<file path="src/rtl/life_pkg.sv">
// Shared types and constants for the Life generation sequencer.
package life_pkg;

  localparam int LOG2X_DEF = 3;
  localparam int LOG2Y_DEF = 3;
  localparam int ADDR_W    = LOG2X_DEF + LOG2Y_DEF;
  localparam int GEN_W     = 16;

  typedef enum logic [1:0] {
    IDLE  = 2'd0,
    RUN   = 2'd1,
    FLUSH = 2'd2,
    DRAIN = 2'd3
  } life_state_e;

endpackage

</file>
<file path="src/rtl/life_gen_ctrl_if.sv">
// Board-side bus of the sequencer: read port, pipe feed, write-back address and edge flags.
// The read port has no handshake: rd_data is valid the cycle after rd_en, unconditionally.
interface life_gen_ctrl_if #(
  parameter int ADDR_W = life_pkg::ADDR_W
) ();

  logic              rd_en;
  logic [ADDR_W-1:0] rd_addr;
  logic              rd_data;
  logic              pipe_in;
  logic              wr_en;
  logic [ADDR_W-1:0] wr_addr;
  logic              edge_n;
  logic              edge_s;
  logic              edge_w;
  logic              edge_e;
  logic              bank;

  modport master (
    output rd_en, rd_addr, pipe_in, wr_en, wr_addr,
    output edge_n, edge_s, edge_w, edge_e, bank,
    input  rd_data
  );

  modport slave (
    input  rd_en, rd_addr, pipe_in, wr_en, wr_addr,
    input  edge_n, edge_s, edge_w, edge_e, bank,
    output rd_data
  );

endinterface

</file>
<file path="src/rtl/life_scan_cnt.sv">
// Raster row/col counter. The row field has one spare bit so the index can run past
// the board into the flush region (up to X*Y+X).
module life_scan_cnt #(
  parameter int X     = 8,
  parameter int Y     = 8,
  parameter int LOG2X = 3,
  parameter int LOG2Y = 3
) (
  input  logic                   clk,
  input  logic                   reset,
  input  logic                   clr,
  input  logic                   en,
  output logic [LOG2X+LOG2Y:0]   idx,
  output logic                   last_cell,
  output logic                   flush_end
);

  localparam int IW = LOG2X + LOG2Y + 1;

  logic [LOG2Y:0]   row_q, row_d;
  logic [LOG2X-1:0] col_q, col_d;

  always_comb begin
    row_d = row_q;
    col_d = col_q;
    if (clr) begin
      row_d = '0;
      col_d = '0;
    end else if (en) begin
      col_d = col_q + 1'b1;
      if (col_q == LOG2X'(X - 1)) row_d = row_q + 1'b1;
    end
  end

  always_ff @(posedge clk) begin
    if (reset) begin
      row_q <= '0;
      col_q <= '0;
    end else begin
      row_q <= row_d;
      col_q <= col_d;
    end
  end

  assign idx       = {row_q, col_q};
  assign last_cell = (idx == IW'(X * Y - 1));
  assign flush_end = (idx == IW'(X * Y + X));

endmodule

</file>
<file path="src/rtl/life_gen_ctrl.sv">
// Generation sequencer: raster-reads the board into the row-delay pipe, flushes it,
// and emits write-back addresses X+1 cells behind the read index.
module life_gen_ctrl
  import life_pkg::*;
#(
  parameter int X     = 8,
  parameter int Y     = 8,
  parameter int LOG2X = 3,
  parameter int LOG2Y = 3
) (
  input  logic                  clk,
  input  logic                  reset,
  input  logic                  start,
  input  logic [GEN_W-1:0]      gens,
  output logic                  busy,
  output logic                  done,
  output logic [GEN_W-1:0]      gen_cnt,
  output life_state_e           state_dbg,
  life_gen_ctrl_if.master       bus
);

  localparam int AW = LOG2X + LOG2Y;
  localparam int IW = AW + 1;

  life_state_e      state_q, state_d;
  logic [GEN_W-1:0] gens_q, gens_d;
  logic [GEN_W-1:0] gen_cnt_q, gen_cnt_d;
  logic             bank_q, bank_d;
  logic             done_q, done_d;
  logic             rd_en_q, rd_en_d;
  logic             wr_en_q, wr_en_d;
  logic [AW-1:0]    wr_addr_q, wr_addr_d;

  logic             cnt_clr, cnt_en;
  logic [IW-1:0]    idx;
  logic             last_cell, flush_end;

  life_scan_cnt #(.X(X), .Y(Y), .LOG2X(LOG2X), .LOG2Y(LOG2Y)) u_scan (
    .clk       (clk),
    .reset     (reset),
    .clr       (cnt_clr),
    .en        (cnt_en),
    .idx       (idx),
    .last_cell (last_cell),
    .flush_end (flush_end)
  );

  always_comb begin
    state_d   = state_q;
    gens_d    = gens_q;
    gen_cnt_d = gen_cnt_q;
    bank_d    = bank_q;
    done_d    = 1'b0;
    cnt_clr   = 1'b0;
    cnt_en    = 1'b0;
    case (state_q)
      IDLE: begin
        cnt_clr = 1'b1;
        if (start) begin
          if (gens == '0) begin
            done_d = 1'b1;
          end else begin
            gens_d    = gens;
            gen_cnt_d = '0;
            state_d   = RUN;
          end
        end
      end
      RUN: begin
        cnt_en = 1'b1;
        if (last_cell) state_d = FLUSH;
      end
      FLUSH: begin
        cnt_en = 1'b1;
        if (flush_end) state_d = DRAIN;
      end
      DRAIN: begin
        cnt_clr   = 1'b1;
        gen_cnt_d = gen_cnt_q + 1'b1;
        if (({1'b0, gen_cnt_q} + 17'd1) < {1'b0, gens_q}) begin
          bank_d  = ~bank_q;
          state_d = RUN;
        end else begin
          done_d  = 1'b1;
          state_d = IDLE;
        end
      end
      default: state_d = IDLE;
    endcase
  end

  // Write-back trails the read index by X+1 cells; only RUN/FLUSH indices produce writes.
  always_comb begin
    rd_en_d   = (state_q == RUN);
    wr_en_d   = ((state_q == RUN) || (state_q == FLUSH)) && (idx >= IW'(X + 1));
    wr_addr_d = idx[AW-1:0] - AW'(X + 1);
  end

  always_ff @(posedge clk) begin
    if (reset) begin
      state_q   <= IDLE;
      gens_q    <= '0;
      gen_cnt_q <= '0;
      bank_q    <= 1'b0;
      done_q    <= 1'b0;
      rd_en_q   <= 1'b0;
      wr_en_q   <= 1'b0;
      wr_addr_q <= '0;
    end else begin
      state_q   <= state_d;
      gens_q    <= gens_d;
      gen_cnt_q <= gen_cnt_d;
      bank_q    <= bank_d;
      done_q    <= done_d;
      rd_en_q   <= rd_en_d;
      wr_en_q   <= wr_en_d;
      wr_addr_q <= wr_addr_d;
    end
  end

  assign busy      = (state_q != IDLE);
  assign done      = done_q;
  assign gen_cnt   = gen_cnt_q;
  assign state_dbg = state_q;

  assign bus.rd_en   = (state_q == RUN);
  assign bus.rd_addr = idx[AW-1:0];
  assign bus.pipe_in = rd_en_q & bus.rd_data;
  assign bus.wr_en   = wr_en_q;
  assign bus.wr_addr = wr_addr_q;
  assign bus.bank    = bank_q;

  // Flags are gated so an idle write address of 0 does not look like a corner cell.
  assign bus.edge_n = wr_en_q && (wr_addr_q[AW-1:LOG2X] == '0);
  assign bus.edge_s = wr_en_q && (&wr_addr_q[AW-1:LOG2X]);
  assign bus.edge_w = wr_en_q && (wr_addr_q[LOG2X-1:0] == '0);
  assign bus.edge_e = wr_en_q && (&wr_addr_q[LOG2X-1:0]);

endmodule

</file>
<file path="src/flat_wrapper.sv">
// flat-port wrapper written by rule: the top's interface ports become plain ports
module life_gen_ctrl_flat import life_pkg::*;
#(
  parameter int X     = 8,
  parameter int Y     = 8,
  parameter int LOG2X = 3,
  parameter int LOG2Y = 3
)
  (clk, reset, start, gens, busy, done, gen_cnt, state_dbg, bus_rd_en, bus_rd_addr, bus_pipe_in, bus_wr_en, bus_wr_addr, bus_edge_n, bus_edge_s, bus_edge_w, bus_edge_e, bus_bank, bus_rd_data);
  life_gen_ctrl_if #(.ADDR_W(6)) bus_i ();
  input  logic clk;
  input  logic reset;
  input  logic start;
  input  logic [GEN_W-1:0] gens;
  output logic busy;
  output logic done;
  output logic [GEN_W-1:0] gen_cnt;
  output life_state_e state_dbg;
  output wire logic [$bits(bus_i.rd_en)-1:0] bus_rd_en;
  output wire logic [$bits(bus_i.rd_addr)-1:0] bus_rd_addr;
  output wire logic [$bits(bus_i.pipe_in)-1:0] bus_pipe_in;
  output wire logic [$bits(bus_i.wr_en)-1:0] bus_wr_en;
  output wire logic [$bits(bus_i.wr_addr)-1:0] bus_wr_addr;
  output wire logic [$bits(bus_i.edge_n)-1:0] bus_edge_n;
  output wire logic [$bits(bus_i.edge_s)-1:0] bus_edge_s;
  output wire logic [$bits(bus_i.edge_w)-1:0] bus_edge_w;
  output wire logic [$bits(bus_i.edge_e)-1:0] bus_edge_e;
  output wire logic [$bits(bus_i.bank)-1:0] bus_bank;
  input wire logic [$bits(bus_i.rd_data)-1:0] bus_rd_data;
  assign bus_rd_en = bus_i.rd_en;
  assign bus_rd_addr = bus_i.rd_addr;
  assign bus_pipe_in = bus_i.pipe_in;
  assign bus_wr_en = bus_i.wr_en;
  assign bus_wr_addr = bus_i.wr_addr;
  assign bus_edge_n = bus_i.edge_n;
  assign bus_edge_s = bus_i.edge_s;
  assign bus_edge_w = bus_i.edge_w;
  assign bus_edge_e = bus_i.edge_e;
  assign bus_bank = bus_i.bank;
  assign bus_i.rd_data = bus_rd_data;
  life_gen_ctrl #(.X(X), .Y(Y), .LOG2X(LOG2X), .LOG2Y(LOG2Y)) u_core (.clk(clk), .reset(reset), .start(start), .gens(gens), .busy(busy), .done(done), .gen_cnt(gen_cnt), .state_dbg(state_dbg), .bus(bus_i));
endmodule
</file>
<file path="config.mk">
export PLATFORM = sky130hd
export DESIGN_NAME = life_gen_ctrl_flat
export DESIGN_NICKNAME = d
export VERILOG_FILES = /design/src/rtl/life_pkg.sv /design/src/rtl/life_gen_ctrl_if.sv /design/src/rtl/life_scan_cnt.sv /design/src/rtl/life_gen_ctrl.sv /design/src/flat_wrapper.sv
export SDC_FILE = /design/constraint.sdc
export NUM_CORES = 1
export LEC_CHECK = 0
export CORE_ASPECT_RATIO = 0.8
export CORE_MARGIN = 1.5
export CORE_UTILIZATION = 40
export DETAILED_ROUTE_END_ITERATION = 12
export PLACE_DENSITY = 0.65
export SLEW_MARGIN = 20
export SYNTH_ARGS = -nofsm -noshare
export SYNTH_HDL_FRONTEND = slang
export SYNTH_SLANG_ARGS = --single-unit
</file>
<file path="constraint.sdc">
create_clock -name clk -period 4.3 [get_ports clk]
set_input_delay 0.645 -clock clk [delete_from_list [all_inputs] [get_ports clk]]
set_output_delay 0.645 -clock clk [all_outputs]
set_load 0.02 [all_outputs]
</file>
==> run_results.csv, run 1 <==
group,metric,value,unit
critical_path,cp.required,4.49,ns
floorplan,core,6890,um^2
timing,skew,0.00695,ns
critical_path,crit_type,"reg -> reg",
clocking,clockBufferDepth,2,
synth,synth_area_leader_cell,"dfxtp_1",
detailed_routing,drtIter0Drc,130,
cells_and_area,final_layout_size_suffix_gt1_frac,0.0529,
timing,fmax,0.330,GHz
placement,gp_congestion,0.893,
cells_and_area,fin_nets,424,
clocking,root_buffer,"clkbuf_8",
synth,synth_fp_nets,371,
grt,grt_pass1_vias,2253,
power_and_ir_drop,p_switching,0.000481,W
power_and_ir_drop,p_leak,1.44,nW
cells_and_area,num_antenna_cells,0,
power_and_ir_drop,p_int,0.000940,W
clocking,cts-htree-levels,2,
placement,dp_hpwl,5000,um
clocking,clock_sink_count,51,
grt,antenna_found_initial,0,
timing,min_period,3.03,ns
detailed_routing,routed_wirelength,6450,um
placement,port_buffers,59,
power_and_ir_drop,power_density,394,nW/um^2
clocking,cts_tree,"yes",
critical_path,crit_fanout,7,
detailed_routing,drcViolationCount,0,
detailed_routing,vias_per_cell,5.13,
clocking,insertion_delay,0.30,ns
clocking,hold_buffers,0,
timing,hold_viol_final,0,
detailed_routing,wl_per_cell,13.9,um
floorplan,rows,27,
clocking,ctsResizeCount,0,
synth,yosysTopAreaCellShare,0.357,
synth,synthTopCellsByArea,"dfxtp_1, ha_1, mux2i_1, nor2_1, xnor2_1",
timing,finalCritPeriodShare,0.704,
power_and_ir_drop,swShare,0.339,
timing,rsz0062_at_grt,"no",
timing,setup_viol,0,
synth,syn_avg_cell_area,8.82,um^2
clocking,post_cts_buffers,0,
clocking,cts_buffers,5,
detailed_routing,dr.pass1.iters,4,
power_and_ir_drop,clock_power_share,0.242,
timing,worst_slew_pin_slew,0.849,ns
grt,grt_pass1_wl,10700,um
synth,syn_area,2860,um^2
flow_run,drv_cap,0,
timing,fin_setup_tns,0,ns
min_path,hp-class,"reg -> reg",
placement,place_area,3490,um^2
synth,yosys-top-cells-count,"dfxtp_1, nor2_1, ha_1, inv_1, mux2i_1",
floorplan,dieArea,7670,um^2
power_and_ir_drop,power_frac_comb,0.361,
timing,report.final.slew_viol_count,0,
critical_path,startpoint_type,"flip-flop",
grt,grt_max_degree,30,
detailed_routing,drtAntennaViolNets,0,
synth,synth_enable_flop_cells,0,
synth,synth-seq-cells,51,
run_status,status,"completed",
synth,syn_inst,324,
synth,ys_seq_area_frac,0.357,
grt,gr-usage-all-layers,0.174,
power_and_ir_drop,ir_worst_vdd,0.000218,V
synth,synth_flop_cell,"dfxtp_1",
clocking,clkTransAtPathRegs,0.09,ns
floorplan,die_x,97.5,um
detailed_routing,vias,2387,
power_and_ir_drop,seqPwrFrac,0.397,
floorplan,die_h,78.6,um
critical_path,crit_path_end_kind,"flip-flop",
grt,grt_overflow_total,0,
critical_path,critPathArrivalTime,3.22,ns
cells_and_area,synthToLayoutAreaGrowth,26.2,%
synth,synthArstFlopShare,0,
timing,maxSlewHeadroom,0.431,
synth,ys_types,44,
cells_and_area,design_area,3610,um^2
floorplan,ios,60,
synth,yosysWarningCount,0,
floorplan,start_util,0.415,
-- layout by cell type, fill, tap and decap left out, types with 2 or more instances in the layout --
cell type,n
nand2_1,15
and2_1,2
nand3_1,9
o211ai_1,2
o21ai_0,7
nor2b_1,3
or3_1,2
a21o_1,2
buf_4,3
nor4b_1,2
a211oi_1,2
or2_2,2
nand4_1,8
nor4_1,7
xnor2_1,12
xor2_1,8
ha_1,27
a21oi_1,12
inv_1,27
clkbuf_8,6
a22oi_1,13
clkdlybuf4s50_1,59
dfxtp_1,51
nor2_1,51
and4_1,4
mux2i_1,21
-- through the flow --
| stage | instances | power [W] | worst slack [ns] | hold slack [ns] | util |
|---|---|---|---|---|---|
| 6_report | 465 | 0.00142 | 1.27 | 0.503 | 0.524 |
| 3_3_place_gp | 457 | 0.00108 | 1.26 | 0.478 | 0.507 |
| 5_1_grt | 465 | 0.00151 | 1.04 | 0.527 | 0.524 |
| 3_5_place_dp | 457 | 0.00109 | 1.28 | 0.487 | 0.507 |
| 4_1_cts | 465 | 0.00143 | 1.27 | 0.508 | 0.524 |
| 2_1_floorplan | 324 | 0.000924 | 1.49 | 0.452 | - |
-- final cells by class --
type / instances / area (um^2)
multi-input combinational: 230 / 1650
fill: 649 / 3280
timing repair buffer: 62 / 613
clock inverter: 2 / 35.0
tap: 87 / 109
sequential: 51 / 1020
clock buffer: 6 / 82.6
inverter: 27 / 101
-- sequential cells by signal (all words and copies together), names as in the netlist --
signal	cells
u_core.bus.bank	1
u_core.bus.wr_addr	6
u_core.bus.wr_en	1
u_core.done	1
u_core.gen_cnt	16
u_core.gens_q	16
u_core.rd_en_q	1
u_core.state_dbg	2
u_core.u_scan.col_q	3
u_core.u_scan.row_q	4
-- routing by layer --
layer / global-route usage / wire (um) / vias to the layer above
met4: 0.0471 / 55 / 0
met2: 0.272 / 2800 / 52
met5: 0 / 0 / -
met3: 0.0427 / 326 / 7
li1: - / - / 1227
met1: 0.238 / 3260 / 1101
-- worst paths after layout --
| check | from | to | slack (ns) | cells past startpoint |
|---|---|---|---|---|
| worst max-delay path | u_core.gen_cnt[0]$_SDFFE_PP0P_ | u_core.bus.bank$_SDFFE_PP0P_ | 1.27 | 10 |
| worst min-delay path | u_core.gens_q[10]$_SDFFE_PP0P_ | u_core.gens_q[10]$_SDFFE_PP0P_ | 0.50 | 2 |
| worst min register to register | u_core.gens_q[10]$_SDFFE_PP0P_ | u_core.gens_q[10]$_SDFFE_PP0P_ | 0.50 | 2 |
| worst max register to register | u_core.gen_cnt[0]$_SDFFE_PP0P_ | u_core.bus.bank$_SDFFE_PP0P_ | 1.27 | 10 |
-- logic make-up (layout without fill, tap and decap cells) --
kind of cell,Yosys count,count (layout),share of synthesized area
AOI/OAI and AO/OA,47,47,0.110
xor gates and xnor gates,20,20,0.0613
adders and majority gates,27,27,0.118
buffers and inverters,43,97,0.0670
DFF,51,51,0.357
muxes,22,22,0.0775
and+or+nand+nor,114,114,0.209
-- power by group through the flow --
stage	registers (W)	clock network, W	logic, W
after floorplan	0.000587	0	0.000337
after CTS	0.000566	0.000352	0.000517
after global routing	0.000573	0.000372	0.000563
after detailed placement	0.000576	0	0.000513
after global placement	0.000575	0	0.000509
final	0.000564	0.000344	0.000513
-- worst max-delay path: stages, from the launching register on --
cell and delay [ns]:
dfxtp_1 0.44, ha_1 0.22, nand3_1 0.25, nor4_1 0.40, xor2_1 0.26, ha_1 0.31
a21oi_1 0.18, a31o_2 0.19, o2111ai_1 0.11, a21oi_1 0.20, mux2_2 0.36
No activity file was read; power rests on OpenSTA's default activity.
==> inputs of run 2 (changes only) <==
==> constraint.sdc (replaced) <==
create_clock -name clk -period 2.93 [get_ports clk]
set_input_delay 0.4395 -clock clk [delete_from_list [all_inputs] [get_ports clk]]
set_output_delay 0.4395 -clock clk [all_outputs]
set_load 0.02 [all_outputs]
==> run 2 against run 1 <==
Clock skew decreased by 0.0042 ns. Wire length increased by 2.8%. Die area unchanged. Combinational power increased by 49%. Hold slack got worse by 0.0016 ns. Maximum frequency increased by 11%. Non-clock buffer count increased by 11. Critical path depth unchanged. Global-route usage increased by 0.85 points. Flip-flop and latch count unchanged. Via count increased by 3.3%. Critical endpoint unchanged. Largest power group unchanged. Highest routed layer unchanged.
==> run_results.csv, run 2 (synthesis gave the netlist of run 1 again) <==
group,metric,value,unit
grt,grt_overflow_total,0,
grt,grt_pass1_wl,11200,um
critical_path,cp.required,3.13,ns
critical_path,crit_fanout,6,
cells_and_area,final_common_cell,"clkdlybuf4s50_1",
critical_path,crit_path_end_kind,"flip-flop",
timing,fmax,0.366,GHz
clocking,clock_sink_count,51,
timing,maxSlewHeadroom,0.563,
floorplan,ios,60,
clocking,root_buffer,"clkbuf_8",
detailed_routing,dr.pass1.iters,4,
grt,grt_max_degree,19,
timing,rsz0062_at_grt,"no",
clocking,hold_buffers,0,
power_and_ir_drop,swShare,0.355,
power_and_ir_drop,clock_power_share,0.199,
clocking,clkTransAtPathRegs,0.09,ns
detailed_routing,routed_wirelength,6630,um
critical_path,cp_slowest_cell,"dfxtp_2",
timing,finalCritPeriodShare,0.934,
cells_and_area,stdcell_count,476,
power_and_ir_drop,p_leak,1.48,nW
timing,worst_slew_pin_slew,0.654,ns
critical_path,worstPathCellList,"ha_1 > nand3_2 > nor4_2 > xor2_1 > ha_1 > a21oi_1 > a31o_2 > o2111ai_1 > a21oi_1 > mux2_2",
timing,hold_viol_final,0,
floorplan,start_util,0.415,
critical_path,cp.buffers_inverters,0,
cells_and_area,final_layout_size_suffix_gt1_frac,0.0951,
grt,gr-usage-all-layers,0.182,
critical_path,critPathLaunch,"u_core.gen_cnt[1]$_SDFFE_PP0P_",
detailed_routing,vias,2465,
clocking,cts-htree-levels,2,
flow_run,drv_cap,0,
clocking,insertion_delay,0.31,ns
floorplan,dieArea,7670,um^2
clocking,cts_buffers,5,
timing,min_period,2.74,ns
cells_and_area,synthToLayoutAreaGrowth,28.7,%
power_and_ir_drop,power_frac_comb,0.384,
detailed_routing,vias_per_cell,5.18,
power_and_ir_drop,ir_worst_vdd,0.000274,V
critical_path,critPathArrivalTime,2.94,ns
floorplan,core,6890,um^2
detailed_routing,drcViolationCount,0,
critical_path,critPathMaxStageDelay,0.39,ns
cells_and_area,fin_nets,435,
run_status,status,"completed",
floorplan,rows,27,
cells_and_area,num_antenna_cells,0,
critical_path,critical-path-top-delay-family,"compound AO/OA/AOI/OAI gates",
grt,grt_pass1_vias,2312,
grt,antenna_found_initial,0,
floorplan,die_x,97.5,um
timing,setup_viol,0,
critical_path,reg2reg_from,"u_core.gen_cnt[1]$_SDFFE_PP0P_",
placement,dp.cells,467,
power_and_ir_drop,seqPwrFrac,0.417,
floorplan,die_h,78.6,um
timing,fin_setup_tns,0,ns
detailed_routing,drtAntennaViolNets,0,
critical_path,startpoint_type,"flip-flop",
power_and_ir_drop,power_density,539,nW/um^2
critical_path,crit_type,"reg -> reg",
power_and_ir_drop,p_int,0.00128,W
detailed_routing,drtIter0Drc,146,
power_and_ir_drop,p_switching,0.000704,W
placement,gp_congestion,0.879,
min_path,hp-class,"reg -> reg",
clocking,clockBufferDepth,2,
detailed_routing,wl_per_cell,13.9,um
min_path,min-delay-start,"u_core.gens_q[7]$_SDFFE_PP0P_",
timing,skew,0.00275,ns
timing,report.final.slew_viol_count,0,
placement,port_buffers,59,
placement,dp_hpwl,5090,um
clocking,cts_tree,"yes",
cells_and_area,mostFrequentLayoutCells,"clkdlybuf4s50_1, nor2_1, dfxtp_1, inv_1, ha_1",
[run 2: changes by cell type in the layout (fill, tap and decap cells not counted), sizes merged]
cell | before | now
buf | 3 | 14
bufinv | 1 | 0
clkbuf | 6 | 7
[run 2: what timing repair did]
action	4_1_cts	5_1_grt
endpoints found under the setup margin	0	2
setup buffers	0	1
resized for setup	0	8
[run 2: per-layer routing]
| layer | share of wire | up-vias | track usage |
|---|---|---|---|
| met5 | 0 | - | 0 |
| met2 | 0.43 | 64 | 0.270 |
| met1 | 0.49 | 1139 | 0.257 |
| li1 | - | 1255 | - |
| met4 | 0.014 | 0 | 0.0743 |
| met3 | 0.062 | 7 | 0.0374 |
[run 2: path summary, 6_finish.rpt]
path / end / slack, ns / depth (start not counted)
min reg2reg: u_core.gens_q[7]$_SDFFE_PP0P_ / 0.50 / 2
min: u_core.gens_q[7]$_SDFFE_PP0P_ / 0.50 / 2
max: u_core.bus.bank$_SDFFE_PP0P_ / 0.19 / 10
max reg2reg: u_core.bus.bank$_SDFFE_PP0P_ / 0.19 / 10
[run 2: area by class of cell]
| class | instances | area [um^2] |
|---|---|---|
| fill | 667 | 3210 |
| timing repair buffer | 73 | 696 |
| sequential | 51 | 1030 |
| clock inverter | 1 | 5.00 |
| multi-input combinational | 230 | 1660 |
| inverter | 27 | 101 |
| clock buffer | 7 | 76.3 |
| tap | 87 | 109 |
[run 2: through the flow]
stage | utilization | total power [W] | area, um^2 | hold slack, ns | worst slack, ns
after global routing | 0.534 | 0.00211 | 3680 | 0.522 | 0.00803
final | 0.534 | 0.00198 | 3680 | 0.502 | 0.194
after global placement | 0.517 | 0.00160 | 3570 | 0.477 | 0.201
after floorplan | - | 0.00136 | 2860 | 0.452 | 0.122
after CTS | 0.529 | 0.00200 | 3650 | 0.509 | 0.0712
after detailed placement | 0.517 | 0.00160 | 3570 | 0.486 | 0.102
[run 2: power by group through the flow]
stage	clock, W	combinational, W	sequential [W]
2_1_floorplan	0	0.000495	0.000862
3_3_place_gp	0	0.000759	0.000843
6_report	0.000394	0.000762	0.000828
5_1_grt	0.000438	0.000837	0.000838
4_1_cts	0.000407	0.000766	0.000827
3_5_place_dp	0	0.000759	0.000843
[run 2: tightest hold or removal path, cell delays in order (launching register included)]
cell     delay (ns)
dfxtp_1        0.34
mux2i_1        0.06
nor2_1         0.07
